`config.mk`:
```
export PLATFORM = sky130hd
export DESIGN_NAME = pipeline_hazard_ctrl
export DESIGN_NICKNAME = d
export VERILOG_FILES = /design/src/rtl/pipeline_hazard_ctrl_pkg.sv /design/src/rtl/pipeline_hazard_ctrl_hazard_fwd_unit.sv /design/src/rtl/pipeline_hazard_ctrl.sv
export SDC_FILE = /design/constraint.sdc
export NUM_CORES = 1
export LEC_CHECK = 0
export ABC_AREA = 1
export CORE_ASPECT_RATIO = 0.8
export CORE_MARGIN = 3
export CORE_UTILIZATION = 34
export CTS_CLUSTER_DIAMETER = 100
export DETAILED_ROUTE_END_ITERATION = 10
export PLACE_DENSITY = 0.8
export SKIP_LAST_GASP = 1
export SLEW_MARGIN = 25
export SYNTH_ARGS = -nofsm -noshare
export SYNTH_HDL_FRONTEND = slang
export SYNTH_SLANG_ARGS = --single-unit
export TNS_END_PERCENT = 1
```
`constraint.sdc`:
```
create_clock -name clk -period 1.7 [get_ports clk]
set_clock_uncertainty 0.05 [all_clocks]
set_input_delay 0.34 -clock clk [delete_from_list [all_inputs] [get_ports clk]]
set_output_delay 0.34 -clock clk [all_outputs]
set_load 0.1 [all_outputs]
```
`src/rtl/pipeline_hazard_ctrl_pkg.sv`:
```
// Shared types for the pipeline sequencing controller: FSM states and forwarding encodings.
package pipe_ctrl_pkg;

    typedef enum logic [1:0] {
        RUN      = 2'b00,
        MEM_WAIT = 2'b01,
        FAULT    = 2'b10
    } state_e;

    localparam logic [1:0] FWD_RF  = 2'b00;
    localparam logic [1:0] FWD_WB  = 2'b01;
    localparam logic [1:0] FWD_MEM = 2'b10;

    // EX/MEM wins over MEM/WB because it holds the younger result; x0 never forwards.
    function automatic logic [1:0] fwd_sel(
        input logic [4:0] rs,
        input logic       mem_we,
        input logic [4:0] mem_rd,
        input logic       wb_we,
        input logic [4:0] wb_rd
    );
        if (mem_we && (mem_rd != 5'd0) && (mem_rd == rs)) return FWD_MEM;
        if (wb_we && (wb_rd != 5'd0) && (wb_rd == rs))    return FWD_WB;
        return FWD_RF;
    endfunction

endpackage

```
`src/rtl/pipeline_hazard_ctrl_hazard_fwd_unit.sv`:
```
// Combinational load-use detector and EX operand forwarding select generator.
module hazard_fwd_unit
    import pipe_ctrl_pkg::*;
(
    input  logic [4:0] i_id_rs1,
    input  logic [4:0] i_id_rs2,
    input  logic       i_id_uses_rs1,
    input  logic       i_id_uses_rs2,
    input  logic [4:0] i_ex_rs1,
    input  logic [4:0] i_ex_rs2,
    input  logic [4:0] i_ex_rd,
    input  logic       i_ex_mem_read,
    input  logic [4:0] i_mem_rd,
    input  logic       i_mem_reg_write,
    input  logic [4:0] i_wb_rd,
    input  logic       i_wb_reg_write,
    output logic       o_load_use,
    output logic [1:0] o_fwd_a,
    output logic [1:0] o_fwd_b
);

    logic w_rs1_hit;
    logic w_rs2_hit;

    assign w_rs1_hit  = i_id_uses_rs1 && (i_ex_rd == i_id_rs1);
    assign w_rs2_hit  = i_id_uses_rs2 && (i_ex_rd == i_id_rs2);
    assign o_load_use = i_ex_mem_read && (i_ex_rd != 5'd0) && (w_rs1_hit || w_rs2_hit);

    assign o_fwd_a = fwd_sel(i_ex_rs1, i_mem_reg_write, i_mem_rd, i_wb_reg_write, i_wb_rd);
    assign o_fwd_b = fwd_sel(i_ex_rs2, i_mem_reg_write, i_mem_rd, i_wb_reg_write, i_wb_rd);

endmodule

```
`src/rtl/pipeline_hazard_ctrl.sv`:
```
// Five-stage pipeline sequencing controller: stall/flush/freeze enables, forwarding, memory timeout.
// Optional performance counters are built when PIPE_PERF_EN is defined.
module pipeline_hazard_ctrl
    import pipe_ctrl_pkg::*;
#(
    parameter int TIMEOUT = 256,
    parameter int CNT_W   = $clog2(TIMEOUT)
) (
    input  logic        clk,
    input  logic        reset,
    input  logic [4:0]  id_rs1,
    input  logic [4:0]  id_rs2,
    input  logic        id_uses_rs1,
    input  logic        id_uses_rs2,
    input  logic [4:0]  ex_rs1,
    input  logic [4:0]  ex_rs2,
    input  logic [4:0]  ex_rd,
    input  logic        ex_MemRead,
    input  logic        ex_RegWrite,
    input  logic        ex_branch_taken,
    input  logic [4:0]  mem_rd,
    input  logic        mem_RegWrite,
    input  logic [4:0]  wb_rd,
    input  logic        wb_RegWrite,
    input  logic        dmem_req,
    input  logic        dmem_ready,
    output logic        pc_en,
    output logic        ifid_en,
    output logic        idex_en,
    output logic        exmem_en,
    output logic        memwb_en,
    output logic        ifid_flush,
    output logic        idex_flush,
    output logic [1:0]  fwd_a,
    output logic [1:0]  fwd_b,
    output logic        mem_fault,
    output logic [31:0] stall_cycles,
    output logic [31:0] flush_count,
    output logic [31:0] wait_cycles
);

    state_e           r_state, w_state_nxt;
    logic [CNT_W-1:0] r_wait_cnt, w_wait_cnt_nxt;
    logic             r_mem_fault, w_mem_fault_nxt;
    logic             w_load_use;
    logic [1:0]       w_fwd_a, w_fwd_b;
    logic             w_run_rules;
    logic             w_in_wait;
    logic             w_apply_branch;
    logic             w_apply_stall;

    hazard_fwd_unit u_hazard_fwd (
        .i_id_rs1        (id_rs1),
        .i_id_rs2        (id_rs2),
        .i_id_uses_rs1   (id_uses_rs1),
        .i_id_uses_rs2   (id_uses_rs2),
        .i_ex_rs1        (ex_rs1),
        .i_ex_rs2        (ex_rs2),
        .i_ex_rd         (ex_rd),
        .i_ex_mem_read   (ex_MemRead),
        .i_mem_rd        (mem_rd),
        .i_mem_reg_write (mem_RegWrite),
        .i_wb_rd         (wb_rd),
        .i_wb_reg_write  (wb_RegWrite),
        .o_load_use      (w_load_use),
        .o_fwd_a         (w_fwd_a),
        .o_fwd_b         (w_fwd_b)
    );

    always_comb begin
        // NOTE: every signal gets a default before the case so no path can infer a latch.
        w_state_nxt     = r_state;
        w_wait_cnt_nxt  = r_wait_cnt;
        w_mem_fault_nxt = r_mem_fault;
        w_run_rules     = 1'b0;
        w_in_wait       = 1'b0;
        case (r_state)
            RUN: begin
                if (dmem_req && !dmem_ready) begin
                    w_state_nxt    = MEM_WAIT;
                    w_wait_cnt_nxt = '0;
                end else begin
                    w_run_rules = 1'b1;
                end
            end
            MEM_WAIT: begin
                w_in_wait      = 1'b1;
                w_wait_cnt_nxt = r_wait_cnt + CNT_W'(1);
                if (dmem_ready) begin
                    w_state_nxt = RUN;
                    w_run_rules = 1'b1;
                end else if (r_wait_cnt == CNT_W'(TIMEOUT - 1)) begin
                    w_state_nxt     = FAULT;
                    w_mem_fault_nxt = 1'b1;
                end
            end
            FAULT:   w_state_nxt = FAULT;
            default: w_state_nxt = RUN;
        endcase
    end

    // Release cycle of a memory wait applies the branch/load-use rules in the same cycle.
    always_comb begin
        pc_en          = 1'b0;
        ifid_en        = 1'b0;
        idex_en        = 1'b0;
        exmem_en       = 1'b0;
        memwb_en       = 1'b0;
        ifid_flush     = 1'b0;
        idex_flush     = 1'b0;
        w_apply_branch = 1'b0;
        w_apply_stall  = 1'b0;
        if (!reset) begin
            ifid_flush = 1'b1;
            idex_flush = 1'b1;
        end else if (w_run_rules) begin
            pc_en    = 1'b1;
            ifid_en  = 1'b1;
            idex_en  = 1'b1;
            exmem_en = 1'b1;
            memwb_en = 1'b1;
            if (ex_branch_taken) begin
                ifid_flush     = 1'b1;
                idex_flush     = 1'b1;
                w_apply_branch = 1'b1;
            end else if (w_load_use) begin
                pc_en         = 1'b0;
                ifid_en       = 1'b0;
                idex_flush    = 1'b1;
                w_apply_stall = 1'b1;
            end
        end
    end

    assign fwd_a     = reset ? w_fwd_a : FWD_RF;
    assign fwd_b     = reset ? w_fwd_b : FWD_RF;
    assign mem_fault = r_mem_fault;

    // NOTE: sequential state uses non-blocking assignments so all flops see pre-edge values.
    always_ff @(negedge clk or negedge reset) begin
        if (!reset) begin
            r_state     <= RUN;
            r_wait_cnt  <= '0;
            r_mem_fault <= 1'b0;
        end else begin
            r_state     <= w_state_nxt;
            r_wait_cnt  <= w_wait_cnt_nxt;
            r_mem_fault <= w_mem_fault_nxt;
        end
    end

`ifdef PIPE_PERF_EN
    logic [31:0] r_stall_cycles, r_flush_count, r_wait_cycles;
    logic        w_unused;

    always_ff @(negedge clk or negedge reset) begin
        if (!reset) begin
            r_stall_cycles <= '0;
            r_flush_count  <= '0;
            r_wait_cycles  <= '0;
        end else begin
            if (w_apply_stall)  r_stall_cycles <= r_stall_cycles + 32'd1;
            if (w_apply_branch) r_flush_count  <= r_flush_count + 32'd1;
            if (w_in_wait)      r_wait_cycles  <= r_wait_cycles + 32'd1;
        end
    end

    assign stall_cycles = r_stall_cycles;
    assign flush_count  = r_flush_count;
    assign wait_cycles  = r_wait_cycles;
    assign w_unused     = ex_RegWrite;
`else
    logic w_unused;

    assign stall_cycles = '0;
    assign flush_count  = '0;
    assign wait_cycles  = '0;
    // A load always writes a register, so ex_RegWrite adds nothing to the hazard check.
    assign w_unused     = ^{ex_RegWrite, w_apply_stall, w_apply_branch, w_in_wait};
`endif

endmodule

```
==> results of run 1 <==
-- flip-flops by register name (all words and copies together) (netlist names) --
register / count
r_state: 2
r_wait_cnt: 8
mem_fault: 1
-- how the worst max path moves through the flow --
stage / from / to / depth (start not counted)
2_1_floorplan: r_state[0] / pc_en / 7
3_3_place_gp: r_state[0] / ifid_en / 7
3_5_place_dp: r_state[0] / ifid_en / 7
5_1_grt: r_state[0] / idex_flush / 7
4_1_cts: r_state[0] / ifid_en / 7
6_report: r_state[0] / idex_flush / 7
-- power by group through the flow --
stage | Sequential, W | Combinational, W | Clock (W)
final | 0.000350 | 0.00156 | 0.000266
after floorplan | 0.000347 | 0.00144 | 0
after global placement | 0.000352 | 0.00153 | 0
after global routing | 0.000358 | 0.00163 | 0.000281
after detailed placement | 0.000353 | 0.00154 | 0
after CTS | 0.000349 | 0.00155 | 0.000271
-- layout by cell type (no fill, tap or decap), types with 3 or more instances in the layout --
cell type and n:
conb_1 96, o21ai_1 4, xnor2_1 6, nand2_1 47, inv_2 5, nor2_1 25, inv_1 33, clkdlybuf4s50_1 44
dfrtn_1 11, a21oi_1 4, o21ai_0 12, buf_4 15, xor2_1 10, nand2_2 3, buf_12 12, clkbuf_8 3
nand3_1 15
-- timing repair --
action                     4_1_cts  5_1_grt
hold buffers                     0        0
pin swaps                        5        2
setup buffers                    2        0
setup endpoints to repair       23       23
gates resized for setup          1        1
-- critical path, cell delays in order, from the launching register on --
cell	delay, ns
dfrtn_1	0.45
inv_2	0.06
nand3_1	0.09
o21ai_2	0.07
buf_4	0.14
a21oi_4	0.11
nand2_1	0.10
buf_12	0.17
-- metal layers --
metal	share of wire [%]	vias up	wire length (um)	GRT usage (%)
li1	-	841	-	-
met1	36	752	1610	14.6
met2	53	81	2370	23.7
met3	10	4	470	3.61
met4	0.60	0	27	2.64
met5	0	-	0	0
-- cell families after synthesis --
kind of cell	count (synthesis)	share of synthesized area, %
buffers and inverters	138	47.0
AND/OR/NAND/NOR	99	22.4
AO/OA/AOI/OAI	26	7.74
XOR/XNOR	16	7.41
flip-flops	11	14.6
adder cells (fa/ha/maj)	1	0.661
other	1	0.198
-- metrics by stage --
stage	setup slack, ns	util, %	instance area [um^2]
6_report	-1.00	47.1	2440
5_1_grt	-1.08	47.1	2440
4_1_cts	-1.01	46.9	2430
3_5_place_dp	-0.775	45.7	2370
3_3_place_gp	-0.732	45.7	2370
2_1_floorplan	-1.58	-	2270
-- cell type report --
type	count	area [um^2]	share of cell area, %
inverter	39	150	6.16
timing repair buffer	71	793	32.5
tap	62	77.6	3.18
clock buffer	4	45.0	1.85
sequential	11	275	11.3
multi-input combinational	238	1100	45.0
==> flow_summary.toml, run 1 <==
[floorplanning]
fp-row-count = 23
dieArea_mm2 = 0.00650
start_util_pct = 36.5
io_pins = 154
die_h_um = 72.7
die_width_um = 89.4
core-area_mm2 = 0.00518

[synth]
yosysWarnings = 0
yosys_most_used_dff = "dfrtn_1"
synth_most_common_cell = "buf_4"
synth_area_mm2 = 0.00189
ys_ff_latch = 11
synth_top_area_share_pct = 39.3
async_flop_share_pct = 100
synthCells = 292
yosys-top-cells-count = "buf_4, nand2_1, inv_1"
ys_top_cells_by_area = "buf_4, dfrtn_1, nand2_1, inv_1, nor2_1"
synth_top_area_cell = "buf_4"
synth_cell_types = 26
synth_edf_count = 0
avgSynthCellArea_um2 = 6.48
yosysSeqAreaShare_pct = 14.6

[placement]
post-dp-hpwl_um = 3900
gp_congestion = 0.875
dp.cells = 419
io_buffers = 56

[worst_setup_path]
cp_data_required_time_ns = 1.31
start_kind = "flop"
crit_fanout = 3
worstPathArrival_ns = 2.31
r2r-start = "r_wait_cnt[0]"
r2r-end = "r_wait_cnt[6]"
end_kind = "primary output"
path_class = "reg2out"
reg2regPathDepth = 6
regToRegSetupSlack_ns = 0.34

[timing]
hold_viol_final = 0
hold_slack_ns = 0.414
rsz0062_at_grt = "true"
slew_violations = 0
final-setup-viol-count = 23
fin_ws_ns = -1.00
setup_tns_ns = -12.70

[outcome]
violations = "setup timing"
status = "finished, violations left"

[drt]
dr.pass1.iters = 5
wire_per_inst_um = 10.6
routed_via_density = 3.95
routed_wirelength_um = 4480
first_iter_violations = 134
drc_errors = 0
detail-route-antenna-nets = 0
vias = 1678

[clocking]
clk_pin_slew_ns = 0.04
cts_buffer_depth = 2
cts_buffers = 3
cts_tree = "yes"
htree_levels = 1
cts_root_buf = "clkbuf_8"
clock-sinks = 11
insertion_delay_ns = 0.26

[power_and_ir_drop]
p_seq_share_pct = 16.1
swShare_pct = 64.7
vdd_ir_drop_max_mv = 0.295
power.total_w = 0.00218
p_per_area_mw_per_mm2 = 892
switchingPower_w = 0.00141
p_int_w = 0.000767
p_leak_nw = 1.31
combPwrFrac_pct = 71.7
p_clk_share_pct = 12.2

[global_route]
grt_use_total_pct = 12.8
grt_pass1_wl_um = 6600
antenna_found_initial = 0
grt_max_degree = 8
overflow = 0
grt_pass1_vias = 1471

[final_layout]
antenna_cells = 0
finalNonFillerCells = 425
drive_gt1_share_pct = 12.7
final_nets = 411
area_growth_pct = 28.9
fillers = 502

[run]
cap_violations = 0

[min_path]
hold_path.class = "reg2reg"
worstHoldStart = "r_wait_cnt[0]"
hold_end = "r_wait_cnt[0]"
whs_path_depth = 1
No activity file was read; power rests on OpenSTA's default activity.
==> run 2: changes to the inputs <==
--- a/config.mk
+++ b/config.mk
@@ -11,7 +11,7 @@
 export CORE_UTILIZATION = 34
 export CTS_CLUSTER_DIAMETER = 100
 export DETAILED_ROUTE_END_ITERATION = 10
-export PLACE_DENSITY = 0.8
+export PLACE_DENSITY = 0.83
 export SKIP_LAST_GASP = 1
 export SLEW_MARGIN = 25
 export SYNTH_ARGS = -nofsm -noshare
==> run 2 against run 1 <==
Effect of this change: the flow still finishes with violations (setup timing); sequential power increased by 1%; worst setup slack worse by 0.021 ns; clock power is essentially flat; sequential share of layout area is 0.11 points higher; critical path depth did not move; critical path type unchanged; register-to-register slack got worse by 0.07 ns; combinational power about the same; cell area fell by 0.92%; critical endpoint is now pc_en; non-clock buffer count down 3; die area unchanged; highest routed layer unchanged; total power shrank 0.11%; global-route usage decreased by 0.44 points.
==> flow_summary.toml, run 2 (synthesis results as in run 1) <==
[outcome]
status = "finished, violations left"
violations = "setup timing"

[worst_setup_path]
r2r-start = "r_wait_cnt[0]"
start_kind = "flop"
r2r-end = "r_state[0]"
cp_data_required_time_ns = 1.31
end_kind = "primary output"
path_class = "reg2out"
crit_fanout = 3
regToRegSetupSlack_ns = 0.27
reg2regPathDepth = 6
worstPathArrival_ns = 2.33

[min_path]
hold_path.class = "reg2reg"
worstHoldStart = "r_wait_cnt[0]"
hold_end = "r_wait_cnt[0]"
whs_path_depth = 1

[floorplanning]
start_util_pct = 36.5
fp-row-count = 23
io_pins = 154
die_width_um = 89.4
die_h_um = 72.7
core-area_mm2 = 0.00518
dieArea_mm2 = 0.00650

[global_route]
antenna_found_initial = 0
grt_max_degree = 9
overflow = 0
grt_pass1_vias = 1447
use_met2_pct = 23.2
grt.busiest_layer = "met2"
use_met3_pct = 1.69
grt_use_met1_pct = 14.1
grt_use_total_pct = 12.4
grt_pass1_wl_um = 6410

[final_layout]
multiInputGateArea_mm2 = 0.00110
finalNonFillerCells = 422
area_growth_pct = 27.7
seqCellArea_um2 = 275
final_cell_mix = "conb_1, nand2_1, clkdlybuf4s50_1"
drive_gt1_share_pct = 11.9
final_nets = 408
final_common_cell = "conb_1"
largest_reg_flops = 8
fillers = 510
final_core_util_pct = 46.6
top_register = "r_wait_cnt"
antenna_cells = 0

[placement]
dp.cells = 417
post-dp-hpwl_um = 3770
io_buffers = 56
gp_congestion = 0.820
pre_cts_ws_ns = -0.764

[power_and_ir_drop]
power.total_w = 0.00217
p_leak_nw = 1.29
vdd_ir_drop_max_mv = 0.320
p_per_area_mw_per_mm2 = 899

[clocking]
clk_pin_slew_ns = 0.04
cts_buffer_depth = 2
cts_tree = "yes"
cts_hold_buf = 0
htree_levels = 1
clock-sinks = 11
insertion_delay_ns = 0.26
cts_buffers = 3
cts_root_buf = "clkbuf_8"

[drt]
drc_errors = 0
vias = 1663
detail-route-antenna-nets = 0
routed_via_density = 3.94
first_iter_violations = 102
dr.pass1.iters = 5
routed_wirelength_um = 4370
wire_per_inst_um = 10.3

[timing]
slew_violations = 0
hold_viol_final = 0
rsz0062_at_grt = "true"
final-setup-viol-count = 23
fin_ws_ns = -1.02

[run]
cap_violations = 0
-- run 2: cell types whose count changed in the layout (fill, tap and decap cells not counted) --
cell | previous run | this run
buf_4 | 15 | 12
a21oi_2 | 1 | 2
a21oi_4 | 1 | 0
o21ai_2 | 1 | 0
o21ai_4 | 0 | 1
-- run 2: area by class of cell --
class / instances / area share (%)
clock buffer: 4 / 1.86
inverter: 39 / 6.21
multi-input combinational: 238 / 45.4
sequential: 11 / 11.4
tap: 62 / 3.21
timing repair buffer: 68 / 31.9
-- run 2: worst max path at each step --
stage               start  endpoint  depth (start not counted)
2_1_floorplan  r_state[0]     pc_en                          7
3_3_place_gp   r_state[0]     pc_en                          7
3_5_place_dp   r_state[0]     pc_en                          7
4_1_cts        r_state[0]     pc_en                          7
5_1_grt        r_state[0]     pc_en                          7
6_report       r_state[0]     pc_en                          7
-- run 2: stage by stage --
step | setup TNS, ns | instance area (um^2) | hold WS (ns)
3_5_place_dp | -14.88 | 2350 | 0.420
3_3_place_gp | -14.14 | 2350 | 0.390
5_1_grt | -14.46 | 2420 | 0.452
6_report | -13.20 | 2420 | 0.432
2_1_floorplan | -12.83 | 2270 | 0.369
4_1_cts | -13.11 | 2400 | 0.439
-- run 2: repair_timing --
| action | 4_1_cts | 5_1_grt |
|---|---|---|
| pin swaps | 4 | 1 |
| setup buffers | 1 | 0 |
| gates cloned | 0 | 0 |
| endpoints found under the setup margin | 23 | 23 |
| resized for setup | 0 | 2 |
-- run 2: critical path, stage by stage, from the launching register on --
cell	delay [ns]
dfrtn_1	0.45
nand2_2	0.10
o21ai_4	0.17
inv_2	0.06
nor2_4	0.09
nand2_2	0.07
clkinvlp_4	0.11
buf_12	0.18
-- run 2: report_power, final --
part	switching, W	internal (W)
clock network	0.000101	0.000165
registers	0.0000423	0.000312
logic	0.00127	0.000286
-- run 2: metal layers --
| layer | vias up | share of wire [%] |
|---|---|---|
| met4 | 0 | 0.87 |
| li1 | 832 | - |
| met1 | 744 | 38 |
| met3 | 4 | 8.5 |
| met5 | - | 0 |
| met2 | 83 | 53 |
